## src/rtl/shader_pkg.sv

```systemverilog
// Shared types and constants for the shader program sequencer.
package shader_pkg;

    localparam int INSTR_W = 8;
    localparam logic [INSTR_W-1:0] NOP_INSTR = 8'h40;

    typedef enum logic {
        IDLE,
        RUN
    } seq_state_t;

endpackage

```

## src/rtl/shader_prog_mem.sv

```systemverilog
// Shader program register file: one write port, one async read port,
// every entry resets to NOP_INSTR.
module shader_prog_mem
    import shader_pkg::*;
#(
    parameter int NUM_INSTR = 8,
    localparam int AW = $clog2(NUM_INSTR)
) (
    input  logic               clk_i,
    input  logic               rst_ni,
    input  logic               we,
    input  logic [AW-1:0]      waddr,
    input  logic [INSTR_W-1:0] wdata,
    input  logic [AW-1:0]      raddr,
    output logic [INSTR_W-1:0] rdata
);

    logic [INSTR_W-1:0] mem [NUM_INSTR];

    always_ff @(posedge clk_i or negedge rst_ni) begin
        if (!rst_ni) begin
            for (int i = 0; i < NUM_INSTR; i++) begin
                mem[i] <= NOP_INSTR;
            end
        end else if (we) begin
            mem[waddr] <= wdata;
        end
    end

    assign rdata = mem[raddr];

endmodule

```

## src/rtl/shader_sequencer.sv

```systemverilog
// Streams the stored shader program into shader_execute on each pixel start.
// Define SHADER_SEQ_DBUF_EN for live/shadow program banks swapped at frame start.
module shader_sequencer
    import shader_pkg::*;
#(
    parameter int NUM_INSTR = 8
) (
    input  logic               clk_i,
    input  logic               rst_ni,
    input  logic               pixel_start_i,
    input  logic               frame_start_i,
    input  logic               wr_valid_i,
    output logic               wr_ready_o,
    input  logic [INSTR_W-1:0] wr_data_i,
    input  logic               wr_clear_i,
    output logic [INSTR_W-1:0] instr_o,
    output logic               execute_o,
    output logic               busy_o,
    output logic               done_o,
    output logic               overrun_o
);

    localparam int AW = $clog2(NUM_INSTR);
    localparam logic [AW-1:0] LAST = AW'(NUM_INSTR - 1);

    seq_state_t         state_q, state_d;
    logic [AW-1:0]      pc_q, pc_d;
    logic [AW-1:0]      wp_q, wp_d;
    logic               issue;
    logic               done_d, overrun_d;
    logic               wr_fire;
    logic               wr_ready_d;
    logic [INSTR_W-1:0] rdata;
    logic [INSTR_W-1:0] instr_d;

    always_comb begin
        state_d   = state_q;
        pc_d      = pc_q;
        issue     = 1'b0;
        done_d    = 1'b0;
        overrun_d = 1'b0;
        unique case (state_q)
            IDLE: begin
                if (pixel_start_i) begin
                    state_d = RUN;
                    pc_d    = '0;
                    issue   = 1'b1;
                end
            end
            RUN: begin
                overrun_d = pixel_start_i;
                if (pc_q == LAST) begin
                    state_d = IDLE;
                    done_d  = 1'b1;
                end else begin
                    pc_d  = pc_q + 1'b1;
                    issue = 1'b1;
                end
            end
            default: state_d = IDLE;
        endcase
    end

    // Hold the last issued word while idle so the datapath never sees fresh writes.
    assign instr_d = issue ? rdata : instr_o;
    assign wr_fire = wr_valid_i && wr_ready_o && !wr_clear_i;

`ifdef SHADER_SEQ_DBUF_EN
    logic               live_q;
    logic               pend_q, pend_d;
    logic               freq_q, freq_d;
    logic               req, open, swap;
    logic [INSTR_W-1:0] rdata0, rdata1;

    // Swap only in an idle cycle that does not also start a run.
    assign req  = frame_start_i || freq_q;
    assign open = (state_q == IDLE) && !pixel_start_i;
    assign swap = open && req && pend_q;

    assign freq_d     = req && !open;
    assign pend_d     = swap ? 1'b0 : (pend_q || wr_fire);
    assign wr_ready_d = 1'b1;
    assign rdata      = live_q ? rdata1 : rdata0;

    always_comb begin
        wp_d = wp_q;
        if (wr_clear_i) begin
            wp_d = '0;
        end else if (wr_fire) begin
            wp_d = wp_q + 1'b1;
        end
        if (swap) begin
            wp_d = '0;
        end
    end

    always_ff @(posedge clk_i or negedge rst_ni) begin
        if (!rst_ni) begin
            live_q <= 1'b0;
            pend_q <= 1'b0;
            freq_q <= 1'b0;
        end else begin
            live_q <= swap ? !live_q : live_q;
            pend_q <= pend_d;
            freq_q <= freq_d;
        end
    end

    shader_prog_mem #(
        .NUM_INSTR(NUM_INSTR)
    ) u_bank0 (
        .clk_i (clk_i),
        .rst_ni(rst_ni),
        .we    (wr_fire && live_q),
        .waddr (wp_q),
        .wdata (wr_data_i),
        .raddr (pc_d),
        .rdata (rdata0)
    );

    shader_prog_mem #(
        .NUM_INSTR(NUM_INSTR)
    ) u_bank1 (
        .clk_i (clk_i),
        .rst_ni(rst_ni),
        .we    (wr_fire && !live_q),
        .waddr (wp_q),
        .wdata (wr_data_i),
        .raddr (pc_d),
        .rdata (rdata1)
    );
`else
    logic unused_frame;

    assign unused_frame = frame_start_i;
    assign wr_ready_d   = (state_d != RUN);

    always_comb begin
        wp_d = wp_q;
        if (wr_clear_i) begin
            wp_d = '0;
        end else if (wr_fire) begin
            wp_d = wp_q + 1'b1;
        end
    end

    shader_prog_mem #(
        .NUM_INSTR(NUM_INSTR)
    ) u_bank0 (
        .clk_i (clk_i),
        .rst_ni(rst_ni),
        .we    (wr_fire),
        .waddr (wp_q),
        .wdata (wr_data_i),
        .raddr (pc_d),
        .rdata (rdata)
    );
`endif

    always_ff @(posedge clk_i or negedge rst_ni) begin
        if (!rst_ni) begin
            state_q <= IDLE;
            pc_q    <= '0;
            wp_q    <= '0;
        end else begin
            state_q <= state_d;
            pc_q    <= pc_d;
            wp_q    <= wp_d;
        end
    end

    always_ff @(posedge clk_i or negedge rst_ni) begin
        if (!rst_ni) begin
            instr_o    <= NOP_INSTR;
            execute_o  <= 1'b0;
            busy_o     <= 1'b0;
            done_o     <= 1'b0;
            overrun_o  <= 1'b0;
            wr_ready_o <= 1'b1;
        end else begin
            instr_o    <= instr_d;
            execute_o  <= (state_d == RUN);
            busy_o     <= (state_d == RUN);
            done_o     <= done_d;
            overrun_o  <= overrun_d;
            wr_ready_o <= wr_ready_d;
        end
    end

endmodule

```

## config.mk

```make
export PLATFORM = sky130hd
export DESIGN_NAME = shader_sequencer
export DESIGN_NICKNAME = d
export VERILOG_FILES = /design/src/rtl/shader_pkg.sv /design/src/rtl/shader_prog_mem.sv /design/src/rtl/shader_sequencer.sv
export SDC_FILE = /design/constraint.sdc
export NUM_CORES = 1
export LEC_CHECK = 0
export BUFFER_PORTS_ARGS = -buffer_cell sky130_fd_sc_hd__buf_4
export CORE_ASPECT_RATIO = 2
export CORE_MARGIN = 4
export CORE_UTILIZATION = 50
export CTS_BUF_LIST = sky130_fd_sc_hd__clkbuf_16
export CTS_CLUSTER_DIAMETER = 50
export CTS_CLUSTER_SIZE = 24
export DETAILED_ROUTE_END_ITERATION = 7
export PLACE_DENSITY_LB_ADDON = 0.1
export SLEW_MARGIN = 20
export SYNTH_ARGS = -nofsm -noshare
export SYNTH_HDL_FRONTEND = slang
export SYNTH_SLANG_ARGS = --single-unit
```

## constraint.sdc

```tcl
create_clock -name clk_i -period 2.08 [get_ports clk_i]
set_clock_uncertainty 0.15 [all_clocks]
set_input_delay 0 -clock clk_i [delete_from_list [all_inputs] [get_ports clk_i]]
set_output_delay 0 -clock clk_i [all_outputs]
set_load 0.01 [all_outputs]
```

==> results of run 1 <==
-- layout by cell type (no fill, tap or decap), types with 10 or more instances in the layout --
| cell | synthesis | routed |
|---|---|---|
| dfrtp_1 | 72 | 72 |
| dfstp_2 | 10 | 10 |
| buf_4 | 2 | 59 |
| mux2_2 | 67 | 67 |
| nor2_1 | 10 | 10 |
| mux2i_1 | 26 | 24 |
| nand2_1 | 12 | 11 |
| inv_1 | 7 | 13 |
| dlygate4sd3_1 | 0 | 13 |
| a22oi_1 | 14 | 13 |
-- where the power goes --
group | internal [W] | leakage (nW) | total [W] | switching [W]
clock network | 0.000777 | 0.144 | 0.00135 | 0.000572
logic | 0.00145 | 1.12 | 0.00276 | 0.00131
registers | 0.00192 | 1.07 | 0.00211 | 0.000186
-- final cells by class --
| class | instances | area share (%) |
|---|---|---|
| inverters | 8 | 0.635 |
| well taps | 92 | 2.43 |
| repair buffers | 77 | 13.5 |
| clock inverters | 7 | 0.556 |
| multi-input cells | 176 | 34.5 |
| flip-flops and latches | 82 | 43.7 |
| clock buffers | 9 | 4.76 |
-- registers in the layout (all words and copies together), names as in the netlist --
register and count:
u_bank0.mem 64, pc_q 3, done_o 1, overrun_o 1
wr_ready_o 1, busy_o 1, wp_q 3, instr_o 8
-- critical path, cell delays in order (launching register included) --
cell and delay [ps]:
dfrtp_1 390, ha_2 210, and3b_2 210, o31a_1 350, buf_6 180, buf_4 130
mux2i_1 110, a22oi_1 190, o211a_1 170
-- repair_timing --
item,CTS,global route
resized for setup,3,7
pin swaps,4,4
hold buffers,13,0
endpoints found under the setup margin,3,8
setup buffers,4,1
gates cloned,0,1
endpoints found under the hold margin,150,0
-- worst paths after layout --
path / slack [ps] / depth (start not counted) / endpoint / from
min in group clk_i: 270 / 3 / wp_q[2]$_DFFE_PN0P_ / wr_clear_i
setup / recovery: -50 / 8 / instr_o[5]$_DFFE_PN0P_ / pc_q[1]$_DFF_PN0_
hold reg to reg: 330 / 2 / instr_o[6]$_DFFE_PN1P_ / instr_o[6]$_DFFE_PN1P_
max in group asynchronous: 1040 / 3 / wr_ready_o$_DFF_PN1_ / rst_ni
hold / removal: 60 / 2 / u_bank0.mem[32]$_DFFE_PN0P_ / rst_ni
setup reg to reg: -50 / 8 / instr_o[5]$_DFFE_PN0P_ / pc_q[1]$_DFF_PN0_
-- cells by family after synthesis --
logic type	Yosys count
buffers and inverters	18
AO/OA/AOI/OAI	39
multiplexers	95
adder cells (fa/ha/maj)	2
XOR/XNOR	3
AND/OR/NAND/NOR	37
flip-flops	82
-- through the flow --
step                total power, W  setup TNS [ps]
floorplan                  0.00369            -425
global placement           0.00463               0
detailed placement         0.00467           -90.9
CTS                        0.00614           -25.3
global route               0.00653            -572
finish                     0.00622            -112
-- synth_stat cells (5+ instances only) --
master / number
nand2_1: 12
dfrtp_1: 72
inv_1: 7
dfstp_2: 10
o211a_1: 6
a22oi_1: 14
o21ai_0: 5
nor2_1: 10
mux2_2: 67
mux2i_1: 26
-- per-layer routing --
metal	up-vias	track usage, %	wire, µm
li1	1180	-	-
met1	1307	23.3	3540
met2	49	36.4	4540
met3	19	3.83	197
met4	0	11.2	334
met5	-	0	0
==> results.md, run 1 <==
* Status: finished with violations
* Failing checks: negative setup slack
* Post-Synth XOR/XNOR Area at less than 1%
* Global-route wire length before repair at 14100 µm
* Largest net degree at the start of global routing at between 40 and 50
* Final setup violation count at 3
* Compound-cell area share of the yosys netlist at under 10%
* Synth Cell Area at roughly 3800 µm²
* DR pass1 iterations at 4
* CTS Buf Count at 9
* Worst hold-check path type: in2async
* Post-Synth Simple-Gate Area at under 10%
* Crit path max fanout at 5
* Fill cells at 603
* Place WS at -90.9 ps
* Clock latency on the worst-skew pair at around 330 ps
* Adder-cell share of the synthesized area at 0.666%
* DRC at 0
* Core ar. at approximately 7300 µm²
* Leakage at 2.33 nW
* End-of-flow core utilization at about two thirds
* Worst setup margin at -54.2 ps
* Synth cell types at 40
* WP data arrival at 2250 ps
* Total track usage at between 20% and 30%
* Final Hold Vio Count at 0
* Worst-Margin Slew at approximately 530 ps
* Avg Inst Size Synth at approximately 14 µm²
* Cell Pwr Density at 1320 nW/µm²
* Die footprint at 9050 µm²
* Multi-input combinational cell area at 1630 µm²
* Crit Path Class: reg2reg
* Root buf cell: clkbuf_16
* RSZ-0062 raised after global routing: true
* Final slew viol count at 0
* CP Capture Type: flop
* GP Congestion at between 0.7 and 0.8
* HPWL after DPL at approximately 6000 µm
* Synth Register Bits at slightly above 80
* Largest family of logic cells by synthesized area: multiplexers
* I/O Buffers at 25
* F_max at approximately 470 MHz
* Die Y at 131 µm
* Max IR drop VDD at just over 0.8 mV
* Initial antenna violation count at 0
* Ys async rst share at 100%
* Startpoint Class: flop
* CTS clk-pin slew, worst paths at around 60 ps
* Vias in the first global route at 2761
* Multiplexer share of the synthesized area at between 20 and 30%
* Critical path required time at roughly 2200 ps
* Synth warnings at 0
* Syn_nets at just under 300
* CTS tree: built
* Final nets at 370
* Tmin final at 2130 ps
* Cell area after placement at 4280 µm²
* Initial Util at slightly above 50%
* Grt ovf at 0
* Wire per inst at around 19 µm
* Post-Route WL at approximately 8600 µm
* Vias per cell at around 5.7
* Std-Cell Rows at between 40 and 50
* Max clock buf depth at 2
* Max Cap Viol at 0
* Dpl cells at 417
* Design Area, Final at 4730 µm²
* Top_reg_cell synth: dfrtp_1
* Cells after Synth at between 200 and 300
* Area grow syn2layout at 25.9%
* Dominant cells by area after synthesis: dfrtp_1 (48%), mux2_2 (20%), dfstp_2 (7.0%), mux2i_1 (6.9%), a22oi_1 (2.8%)
* # IOs at 27
* Vias at 2555
* Fraction of layout cells with a size suffix above 1 at about 46%
* Share of the yosys chip area belonging to registers at a little over half
* Yosys top cell area share at 48.0%
* Register area at just over 2000 µm²
* Antenna cells at 0
* Sink Count at slightly above 80
* Layout Cells excl Fill at around 450
* H-tree depth at 3
* EDFF count, synth at 0
* Post-route ant nets at 0
* Period utilization at 103%
* Synth area leader: dfrtp_1
* Initial detailed-routing violation count at between 100 and 150
* Die X at approximately 70 µm
* Hold Slack at around 59 ps
* Worst slew margin at around 65%
No activity file was read; power rests on OpenSTA's default activity.
==> run 2: changes to the inputs <==
- RECOVER_POWER: unset -> 25
==> run 2 against run 1 <==
Net effect: the flow still finishes with violations (negative setup slack); fmax hardly changed; die area stayed put; utilization is 0.14 points lower; setup slack hardly changed; first-iteration DRC count stayed put; hold slack better by 200 ps; critical path depth stayed put; largest cell class unchanged.
==> results.md, run 2 (synthesis gave the netlist of run 1 again) <==
* Status: finished with violations
* Failing checks: negative setup slack
* Family with the most delay on the worst path: compound AO/OA/AOI/OAI gates
* FF-to-FF path depth at 8
* Largest reg by FF count: u_bank0.mem
* Root buf cell: clkbuf_16
* Initial antenna violation count at 0
* Final nets at 370
* Final setup violation count at 3
* Std-Cell Rows at 44
* Met1 Track Usage GR at 23.3%
* R2R Path End: instr_o[5]$_DFFE_PN0P_
* Tmin final at roughly 2100 ps
* Fraction of layout cells with a size suffix above 1 at between 40% and 50%
* Period utilization at 103%
* Commonest non-fill, non-tap cell in the layout: dfrtp_1
* Final Hold Vio Count at 0
* HPWL after DPL at about 6000 µm
* Worst setup margin at -53.8 ps
* Antenna cells at 0
* DRC at 0
* Global-route wire length before repair at 14100 µm
* CP Capture Type: flop
* H-tree depth at 3
* Worst-Margin Slew at 1040 ps
* Crit path capture: instr_o[5]$_DFFE_PN0P_
* Initial detailed-routing violation count at 130
* WP buf/inv at 2
* Max reg flops at 64
* Crit Path Class: reg2reg
* GRT met3 Usage at between 3 and 4%
* Die footprint at roughly 9000 µm²
* Busiest grt layer: met2
* Most frequent cells in the layout: dfrtp_1 (72), mux2_2 (67), buf_4 (56), mux2i_1 (24)
* Post-Route WL at 8630 µm
* Critical path required time at between 2000 and 2500 ps
* DR pass1 iterations at 4
* FF-to-FF Start: pc_q[1]$_DFF_PN0_
* Leakage at between 2 and 2.5 nW
* Post-route ant nets at 0
* Core ar. at just over 7000 µm²
* Die Y at 131 µm
* Cell Pwr Density at approximately 1300 nW/µm²
* F_max at about 470 MHz
* Max clock buf depth at 2
* Max Cap Viol at 0
* GP Congestion at ~0.79
* Vias per cell at ~5.7
* Largest regs: u_bank0.mem x64, instr_o x8
* CTS clk-pin slew, worst paths at around 60 ps
* WP data arrival at 2250 ps
* Dpl cells at 417
* Worst slew margin at 30.6%
* Largest net degree at the start of global routing at between 40 and 50
* Initial Util at approximately half
* Die X at 69.3 µm
* Vias at 2561
* Layout Cells excl Fill at ~450
* Vias in the first global route at around 2800
* # IOs at 27
* I/O Buffers at 25
* RSZ-0062 raised after global routing: true
* Sink Count at 82
* Slowest stage cell, crit path: dfrtp_1
* CP cell instances: ha_2, and3b_2, o31a_1, buf_6, buf_4, mux2i_1, a22oi_1, o211a_1
* Wire per inst at about 19 µm
* Total track usage at between 20% and 30%
* Clock latency on the worst-skew pair at roughly 330 ps
* Met2 GRT Util at 36.4%
* Crit path max fanout at 5
* Reg-to-reg slack, setup at -50 ps
* Worst hold-check path type: in2async
* CTS tree: built
* Tot Pwr at between 0.006 and 0.007 W
* Worst Setup SP: pc_q[1]$_DFF_PN0_
* Startpoint Class: flop
* Final slew viol count at 0
* Max IR drop VDD at roughly 0.82 mV
* Critical path depth at 8
* CP max stage delay at around 390 ps
* Grt ovf at 0
* Area grow syn2layout at 25.6%
* CTS Buf Count at 9
==> run 2: cell types whose count changed in the layout (fill, tap and decap cells not counted), sizes merged <==
cell / delta
clkbuf: +3
buf: -3
==> run 2: cell type report <==
type / instances / area, µm²
flip-flops and latches: 82 / 2060
repair buffers: 77 / 628
clock inverters: 7 / 26.3
well taps: 92 / 115
inverters: 8 / 30.0
multi-input cells: 176 / 1630
fillers: 604 / 2550
clock buffers: 9 / 225
==> run 2: per-layer routing <==
| metal | vias up | wire length [µm] | share of wire (%) |
|---|---|---|---|
| met2 | 49 | 4530 | 52 |
| met5 | - | 0 | 0 |
| met1 | 1313 | 3570 | 41 |
| li1 | 1180 | - | - |
| met4 | 0 | 334 | 3.9 |
| met3 | 19 | 193 | 2.2 |
==> run 2: how the worst min path moves through the flow <==
stage / slack (ps) / end / depth (start not counted)
after global routing: 280 / wp_q[0]$_DFFE_PN0P_ / 3
after CTS: 60 / u_bank0.mem[34]$_DFFE_PN0P_ / 2
after floorplan: -450 / busy_o$_DFF_PN0_ / 0
after global placement: -140 / u_bank0.mem[56]$_DFFE_PN0P_ / 1
after detailed placement: -140 / u_bank0.mem[48]$_DFFE_PN0P_ / 1
final: 250 / u_bank0.mem[32]$_DFFE_PN0P_ / 2
==> run 2: repair_timing <==
| item | CTS | global route |
|---|---|---|
| resized for setup | 3 | 7 |
| pin swaps | 4 | 4 |
| hold buffers | 13 | 0 |
| setup endpoints to repair | 3 | 8 |
| gates cloned | 0 | 1 |
| endpoints found under the hold margin | 150 | 0 |
| buffers inserted | 4 | 1 |
==> run 2: where the power goes <==
part	total (W)	leakage [nW]	internal, W	switching (W)
registers	0.00211	1.07	0.00192	0.000185
clock network	0.00135	0.144	0.000777	0.000573
logic	0.00275	1.11	0.00144	0.00131
==> run 2: per-stage QoR <==
| step | setup TNS (ps) | util, % | cell area, µm² | hold slack [ps] | setup slack [ps] |
|---|---|---|---|---|---|
| 2_1_floorplan | -425 | - | 3780 | -446 | -94.2 |
| 6_report | -111 | 64.9 | 4720 | 254 | -53.8 |
| 3_5_place_dp | -90.9 | 58.8 | 4280 | -136 | -90.9 |
| 3_3_place_gp | 0 | 58.8 | 4280 | -139 | 12.4 |
| 5_1_grt | -572 | 64.9 | 4720 | 284 | -107 |
| 4_1_cts | -25.3 | 64.6 | 4690 | 56.3 | -12.6 |
